File: config.mk
export PLATFORM = sky130hd
export DESIGN_NAME = axicb_scfifo_fwft
export DESIGN_NICKNAME = d
export VERILOG_FILES = /design/src/rtl/axicb_scfifo_fwft.sv
export SDC_FILE = /design/constraint.sdc
export NUM_CORES = 1
export LEC_CHECK = 0
export ABC_AREA = 1
export CAP_MARGIN = 20
export CELL_PAD_IN_SITES_DETAIL_PLACEMENT = 0
export CELL_PAD_IN_SITES_GLOBAL_PLACEMENT = 1
export CORE_MARGIN = 4
export CORE_UTILIZATION = 38
export CTS_CLUSTER_DIAMETER = 150
export CTS_CLUSTER_SIZE = 25
export DETAILED_ROUTE_END_ITERATION = 10
export GPL_TIMING_DRIVEN = 0
export HOLD_SLACK_MARGIN = 0.08
export PLACE_DENSITY = 0.77
export SLEW_MARGIN = 25
export SYNTH_ARGS = -nofsm -noshare
export SYNTH_HDL_FRONTEND = slang
export SYNTH_SLANG_ARGS = --single-unit
export TNS_END_PERCENT = 30
File: constraint.sdc
create_clock -name aclk -period 4.55 [get_ports aclk]
set_input_delay 0.6825 -clock aclk [delete_from_list [all_inputs] [get_ports aclk]]
set_output_delay 0.6825 -clock aclk [all_outputs]
set_load 0.02 [all_outputs]
File: src/rtl/axicb_scfifo_fwft.sv
// Single-clock FIFO with internal register-file storage and a first-word-fall-through
// valid/ready output. An optional prefetch register adds one entry of capacity after the RAM.
module axicb_scfifo_fwft #(
    parameter int ADDR_WIDTH    = 4,
    parameter int DATA_WIDTH    = 8,
    parameter int FFD_EN        = 0,
    parameter int AFULL_THRESH  = (2 ** ADDR_WIDTH) - 1,
    parameter int AEMPTY_THRESH = 1,
    parameter int RAM_RST_EN    = 1
) (
    input  logic                  aclk,
    input  logic                  aresetn,
    input  logic                  srst,
    input  logic                  in_valid,
    output logic                  in_ready,
    input  logic [DATA_WIDTH-1:0] in_data,
    output logic                  out_valid,
    input  logic                  out_ready,
    output logic [DATA_WIDTH-1:0] out_data,
    output logic [ADDR_WIDTH:0]   count,
    output logic                  full,
    output logic                  empty,
    output logic                  afull,
    output logic                  aempty
);

    localparam int DEPTH = 2 ** ADDR_WIDTH;
    localparam int CW    = ADDR_WIDTH + 1;

    localparam logic [ADDR_WIDTH:0] ONE        = CW'(1);
    localparam logic [ADDR_WIDTH:0] AFULL_LVL  = CW'(AFULL_THRESH);
    localparam logic [ADDR_WIDTH:0] AEMPTY_LVL = CW'(AEMPTY_THRESH);

    logic [DATA_WIDTH-1:0] mem [DEPTH];
    logic [ADDR_WIDTH:0]   wr_ptr;
    logic [ADDR_WIDTH:0]   rd_ptr;
    logic [ADDR_WIDTH:0]   count_q;
    logic                  ram_empty;
    logic                  push;
    logic                  pop;
    logic                  ram_rd;
    logic [DATA_WIDTH-1:0] ram_head;

    // Pointers carry one extra wrap bit so full and empty are distinguishable.
    assign ram_empty = (wr_ptr == rd_ptr);
    assign full      = (wr_ptr[ADDR_WIDTH] != rd_ptr[ADDR_WIDTH]) &&
                       (wr_ptr[ADDR_WIDTH-1:0] == rd_ptr[ADDR_WIDTH-1:0]);
    assign in_ready  = !full;
    assign push      = in_valid && !full;
    assign pop       = out_valid && out_ready;
    assign ram_head  = mem[rd_ptr[ADDR_WIDTH-1:0]];

    // NOTE: state registers use non-blocking assignments so every flop samples pre-edge values.
    always_ff @(posedge aclk or negedge aresetn) begin
        if (!aresetn) begin
            wr_ptr <= '0;
            rd_ptr <= '0;
        end else if (srst) begin
            wr_ptr <= '0;
            rd_ptr <= '0;
        end else begin
            if (push)   wr_ptr <= wr_ptr + ONE;
            if (ram_rd) rd_ptr <= rd_ptr + ONE;
        end
    end

    always_ff @(posedge aclk or negedge aresetn) begin
        if (!aresetn) begin
            count_q <= '0;
        end else if (srst) begin
            count_q <= '0;
        end else begin
            case ({push, pop})
                2'b10:   count_q <= count_q + ONE;
                2'b01:   count_q <= count_q - ONE;
                default: count_q <= count_q;
            endcase
        end
    end

    assign count  = count_q;
    assign empty  = (count_q == '0);
    assign afull  = (count_q >= AFULL_LVL);
    assign aempty = (count_q <= AEMPTY_LVL);

    generate
        if (RAM_RST_EN != 0) begin : g_ram_rst
            // NOTE: clearing a memory on reset costs a reset net per bit; only done when asked for.
            always_ff @(posedge aclk or negedge aresetn) begin
                if (!aresetn) begin
                    for (int i = 0; i < DEPTH; i++) mem[i] <= '0;
                end else if (srst) begin
                    for (int i = 0; i < DEPTH; i++) mem[i] <= '0;
                end else if (push) begin
                    mem[wr_ptr[ADDR_WIDTH-1:0]] <= in_data;
                end
            end
        end else begin : g_ram_nrst
            always_ff @(posedge aclk) begin
                if (push && !srst) mem[wr_ptr[ADDR_WIDTH-1:0]] <= in_data;
            end
        end
    endgenerate

    generate
        if (FFD_EN != 0) begin : g_ffd
            logic                  ov_q;
            logic [DATA_WIDTH-1:0] od_q;

            // Prefetch whenever the slot is free or is being drained this cycle.
            assign ram_rd = !ram_empty && (!ov_q || out_ready);

            always_ff @(posedge aclk or negedge aresetn) begin
                if (!aresetn) begin
                    ov_q <= 1'b0;
                    od_q <= '0;
                end else if (srst) begin
                    ov_q <= 1'b0;
                    od_q <= '0;
                end else if (ram_rd) begin
                    ov_q <= 1'b1;
                    od_q <= ram_head;
                end else if (out_ready) begin
                    ov_q <= 1'b0;
                end
            end

            assign out_valid = ov_q;
            assign out_data  = od_q;
        end else begin : g_comb
            assign ram_rd    = !ram_empty && out_ready;
            assign out_valid = !ram_empty;
            assign out_data  = ram_empty ? '0 : ram_head;
        end
    endgenerate

endmodule
[Word-level counts from Yosys, hierarchy flattened]
Index checks and enable logic that the tools add are counted.
Storage, ports and cells
  logic and storage cells: 60
  output and inout port bits: 19
  input bits: 13
  flip-flop bits (word level): 143
Cells by class
  eq/ne operators: 5
  muxes and demuxes: 15
  bitwise operators: 2
  reduce and logical (&&, ||, !) cells: 10
  $add $sub $neg: 4
  magnitude comparators: 5
Operator list (number)
  two-way mux 128 bit: 2
  bitwise mux 128 bit: 1
  binary-select mux 8 bit (select 4 bit): 1
  demux 8 bit (select 4 bit): 1
  two-way mux 8 bit: 4
  two-way mux 5 bit: 5
  adder 5 x 1 -> 5 bit, second input constant: 3
  >= comparator 5 bit, second input constant: 2
  NOT 4 -> 5 bit: 2
  case mux 5 bit (2 select lines): 1
  equality test 5 bit: 1
  >= comparator 5 x 4 -> 1 bit, second input constant: 1
  less-or-equal comparator 5 x 1 -> 1 bit, second input constant: 1
  zero test 5 bit: 1
  < comparator 5 x 1 -> 1 bit, second input constant: 1
  subtractor 5 x 1 -> 5 bit, second input constant: 1
  equality test 4 bit: 1
  logical AND 1 bit: 4
  nonzero test 2 bit: 2
  nonzero test 3 bit: 1
  equality test 2 x 1 -> 1 bit, second input constant: 1
  equality test 2 bit, second input constant: 1
  zero test 1 bit: 2
  != test 1 bit: 1

[Longest topological paths before layout]
  word-level depth: 8
  depth in mapped cells: 13
  gate-level depth less buffers: 12

[Worst setup path after synthesis]
Ideal clock, no wire load.
  path kind: register to output
  start point: register rd_ptr[0]
  end point: output port out_data[0]
  setup slack: 2.208 ns
  arrival: 1.659 ns
  path buffers: 2
  stages on the path, launching flop included: 8
  required time: 3.868 ns
  cells stage by stage: dfrtp_1 inv_1 clkbuf_1 clkbuf_1 o21ai_0 nand3_1 nand3_1 a31oi_1
Between the ends
  longest elaborated chain between the ends: 5
  elaborated cells between the ends (all ways): 6
  those cells by class: 1 x eq/ne; 4 x mux; 1 x bitwise
RTL lines
  start, declared: line 36  | logic [ADDR_WIDTH:0] rd_ptr;
  start signal, assigned: line 63  | if (ram_rd) rd_ptr <= rd_ptr + ONE;
  NOT 4 -> 5 bit (not written as such): line 51  | assign ram_head = mem[rd_ptr[ADDR_WIDTH-1:0]];
  binary-select mux 8 bit (select 4 bit): line 51
  two-way mux 8 bit (not written as such) (2 in series): line 51
  two-way mux 8 bit (*): line 133  | assign out_data = ram_empty ? '0 : ram_head;
  end, declared: line 19  | output logic [DATA_WIDTH-1:0] out_data,
Mark *: on every way between the ends. The rest lies on a longest branch, timed or not. The select of a mux whose other input is x is not followed.

[Worst setup path after layout]
  start point: register rd_ptr[0]
  end point: output port out_data[5]
Same word-level chain as after synthesis.

==> results.md <==
* Worst Setup Slack, final at 0.5954 ns
* CP Launch Type: register
* Mean Syn Cell Area at 8.598 sq um
* Chip height at 144.7 um
* RSZ-0062 raised after global routing: false
* Yosys cell types at 28
* PwrDens at 418.0 mW/mm^2
* CP Cell Sequence: inv_1 > clkbuf_1 > clkbuf_1 > o21ai_0 > nand2_1 > nand2_1 > a31oi_1 > clkdlybuf4s50_1
* First-pass GRT wire length at 36,790 um
* Aggregate global routing overflow at 0
* Crit path kind: reg -> out
* Slowest stage delay, CP at 0.65 ns
* Setup bufs post-CTS at 0
* Top post-synthesis cells by area: dfrtp_1 (50%), o21ai_0 (9.6%), nand3_1 (7.1%), o22ai_1 (5.6%), a21oi_1 (4.9%)
* CP Capture Type: output pin
* Number of buffers created by CTS at 17
* Final hold violations at 0
* Fillers at 1,817
* Setup Skew at 0.009016 ns
* Clock edge transition at the registers on the reported setup and hold paths at 0.06 ns
* Sequential fraction of the synthesis area at 50.39%
* Detail Placement HPWL at 16,460 um
* DR vias at 6,404
* Slew @ Worst Pin at 0.9353 ns
* Synth area leader: dfrtp_1
* I/O pins at 32
* Wire length per cell at 21.28 um
* CTS tree: built
* Hold WC Path Type: in -> async
* Post-Syn Nets at 848
* Asr flop ratio synth at 100.0%
* Pre-CTS setup slack at 1.101 ns
* Max Freq at 0.2529 GHz
* Mapped cell area at 0.007102 sq mm
* Core region area at 0.01815 sq mm
* WP data required at 3.87 ns
* Syn-to-layout area delta at 17.18%
* Die width at 144.7 um
* Worst slew margin at 37.65%
* Nets at 899
* Clk buf depth at 2
* Placed cell count at 1,087
* Drt drc at 0
* First drt pass iteration count at 5
* Number of synthesized flops with an enable pin at 0
* Antenna Nets Post-Route at 0
* Placer's final routability congestion estimate at 0.9008
* CTS root buffer: clkbuf_16
* Synthesized instance count at 826
* R2R depth at 12
* Post-synth top area share at 50.39%
* Critical Path AT at 3.27 ns
* # resized after CTS at 0
* Worst VDD drop at 0.2721 mV
* Leakage power at 0.003550 uW
* Port Buffers at 31
* Total GRT Usage at 23.72%
* Hold Buf Count CTS at 0
* Yosys warns at 0
* Met3 usage at 5.225%
* Status: finished, final reports clean
* Drt first-iter violations at 716
* Most frequent cells after synthesis: dfrtp_1 (143), o21ai_0 (136), nand3_1 (101), inv_1 (89), nand2_1 (87)
* Initial antenna violation count at 0
* Met1 Use GR at 34.21%
* Most frequent cell after synthesis: dfrtp_1
* Slew Viols, Final at 0
* Most Crowded Layer GR: met2
* WL final at 23,810 um
* Worst-Skew Late Latency at 0.43 ns
* CP max FO at 10
* Yosys reg bits at 143
* M2 GR Usage at 34.92%
* Ys flop type: dfrtp_1
* Maximum number of pins on one net before global-route repair at 74
* Fin crit period at 3.955 ns
* Vias in the first global route at 6,286
* Die area at 0.02094 sq mm
* Non-filler cells in the finished layout at 1,119
* Site row count at 49
* Ant. Diodes at 0
* Number of H-tree levels at 4
* Setup_tns at 0 ns
* Share of post-route cells with drive strength above 1 at 8.315%
* Initial core utilization at 39.13%
* Maxcap violations at 0
* Final setup vio count at 0
* CTS sink cnt at 143
* Drt via density at 5.723
* Final period utilization at 86.91%
* Slowest cell on crit path: clkdlybuf4s50_1
[final timing paths]
check / start / endpoint / slack (ns)
worst max-delay path: rd_ptr[0]$_DFFE_PN0P_ / out_data[5] / 0.60
min in group aclk: mem[39]$_DFFE_PN0P_ / mem[39]$_DFFE_PN0P_ / 0.51
worst min-delay path: aresetn / count[3]$_DFFE_PN0P_ / 0.19
max in group asynchronous: aresetn / mem[29]$_DFFE_PN0P_ / 3.61
worst max register to register: rd_ptr[1]$_DFFE_PN0P_ / mem[101]$_DFFE_PN0P_ / 2.16
worst min register to register: mem[39]$_DFFE_PN0P_ / mem[39]$_DFFE_PN0P_ / 0.51
[worst max-delay path, delay by kind of cell, from the launching register on]
| family | cells | cell delay (ns) |
|---|---|---|
| and+or+nand+nor | 2 | 0.21 |
| DFF | 1 | 0.45 |
| buffers and inverters | 4 | 1.63 |
| AOI/OAI and AO/OA | 2 | 0.55 |
[final cells by class]
type | instances | area (sq um) | area share (%)
sequential | 143 | 3578 | 43.00
multi-input combinational | 537 | 2924 | 35.14
clock buffer | 19 | 452.9 | 5.443
inverter | 94 | 354.1 | 4.255
timing repair buffer | 32 | 342.8 | 4.120
tap | 229 | 286.5 | 3.443
buffer | 52 | 245.2 | 2.947
clock inverter | 13 | 137.6 | 1.654
[registers in the layout (all words and copies together), names as in the netlist]
name	count
count	5
rd_ptr	5
wr_ptr	5
mem	128
[through the flow]
stage,util (%),cell area (sq um),hold slack [ns],total power [uW]
6_report,45.86,8322,0.1868,3478
5_1_grt,45.86,8322,0.2479,3619
4_1_cts,45.86,8322,0.2386,3478
3_5_place_dp,42.60,7731,0.4955,2078
3_3_place_gp,42.42,7699,0.4886,2076
2_1_floorplan,-,7102,0.3869,1779
[routing by layer]
| metal | wire (um) | up-vias |
|---|---|---|
| met5 | 0 | - |
| met4 | 822 | 0 |
| met3 | 1754 | 58 |
| met2 | 10450 | 253 |
| met1 | 10790 | 3136 |
| li1 | - | 2957 |
[placed cells by master (no fill, tap or decap), types with 3 or more instances in the layout]
cell type        instances
nand4_1                  6
buf_4                    9
clkdlybuf4s50_1         30
o21ai_0                136
nand2_1                 87
nand3_1                101
nor2_1                  26
buf_2                    4
inv_1                   89
clkinv_2                 5
nand3_4                  3
clkbuf_1                32
o22ai_1                 64
inv_2                    4
nand2_8                  6
a21oi_1                 69
dfrtp_1                143
clkinvlp_4               3
clkbuf_16               17
buf_1                    6
ha_1                     9
nand2_4                  9
a31oi_1                  8
nor3_1                   4
[power by group]
group / internal (uW) / total [uW] / switching, uW
logic: 243 / 734 / 491
clock network: 837 / 1410 / 576
registers: 1300 / 1330 / 29.5
[cells by family (layout without fill, tap and decap cells)]
family / after synthesis / in the layout / share of synthesized area, %
xor gates and xnor gates: 3 / 3 / 0.3700
DFF: 143 / 143 / 50.39
AOI/OAI and AO/OA: 279 / 279 / 21.00
buffers and inverters: 146 / 210 / 8.439
adders and majority gates: 9 / 9 / 1.586
and+or+nand+nor: 246 / 246 / 18.22
(Power assumes the default switching activity.)
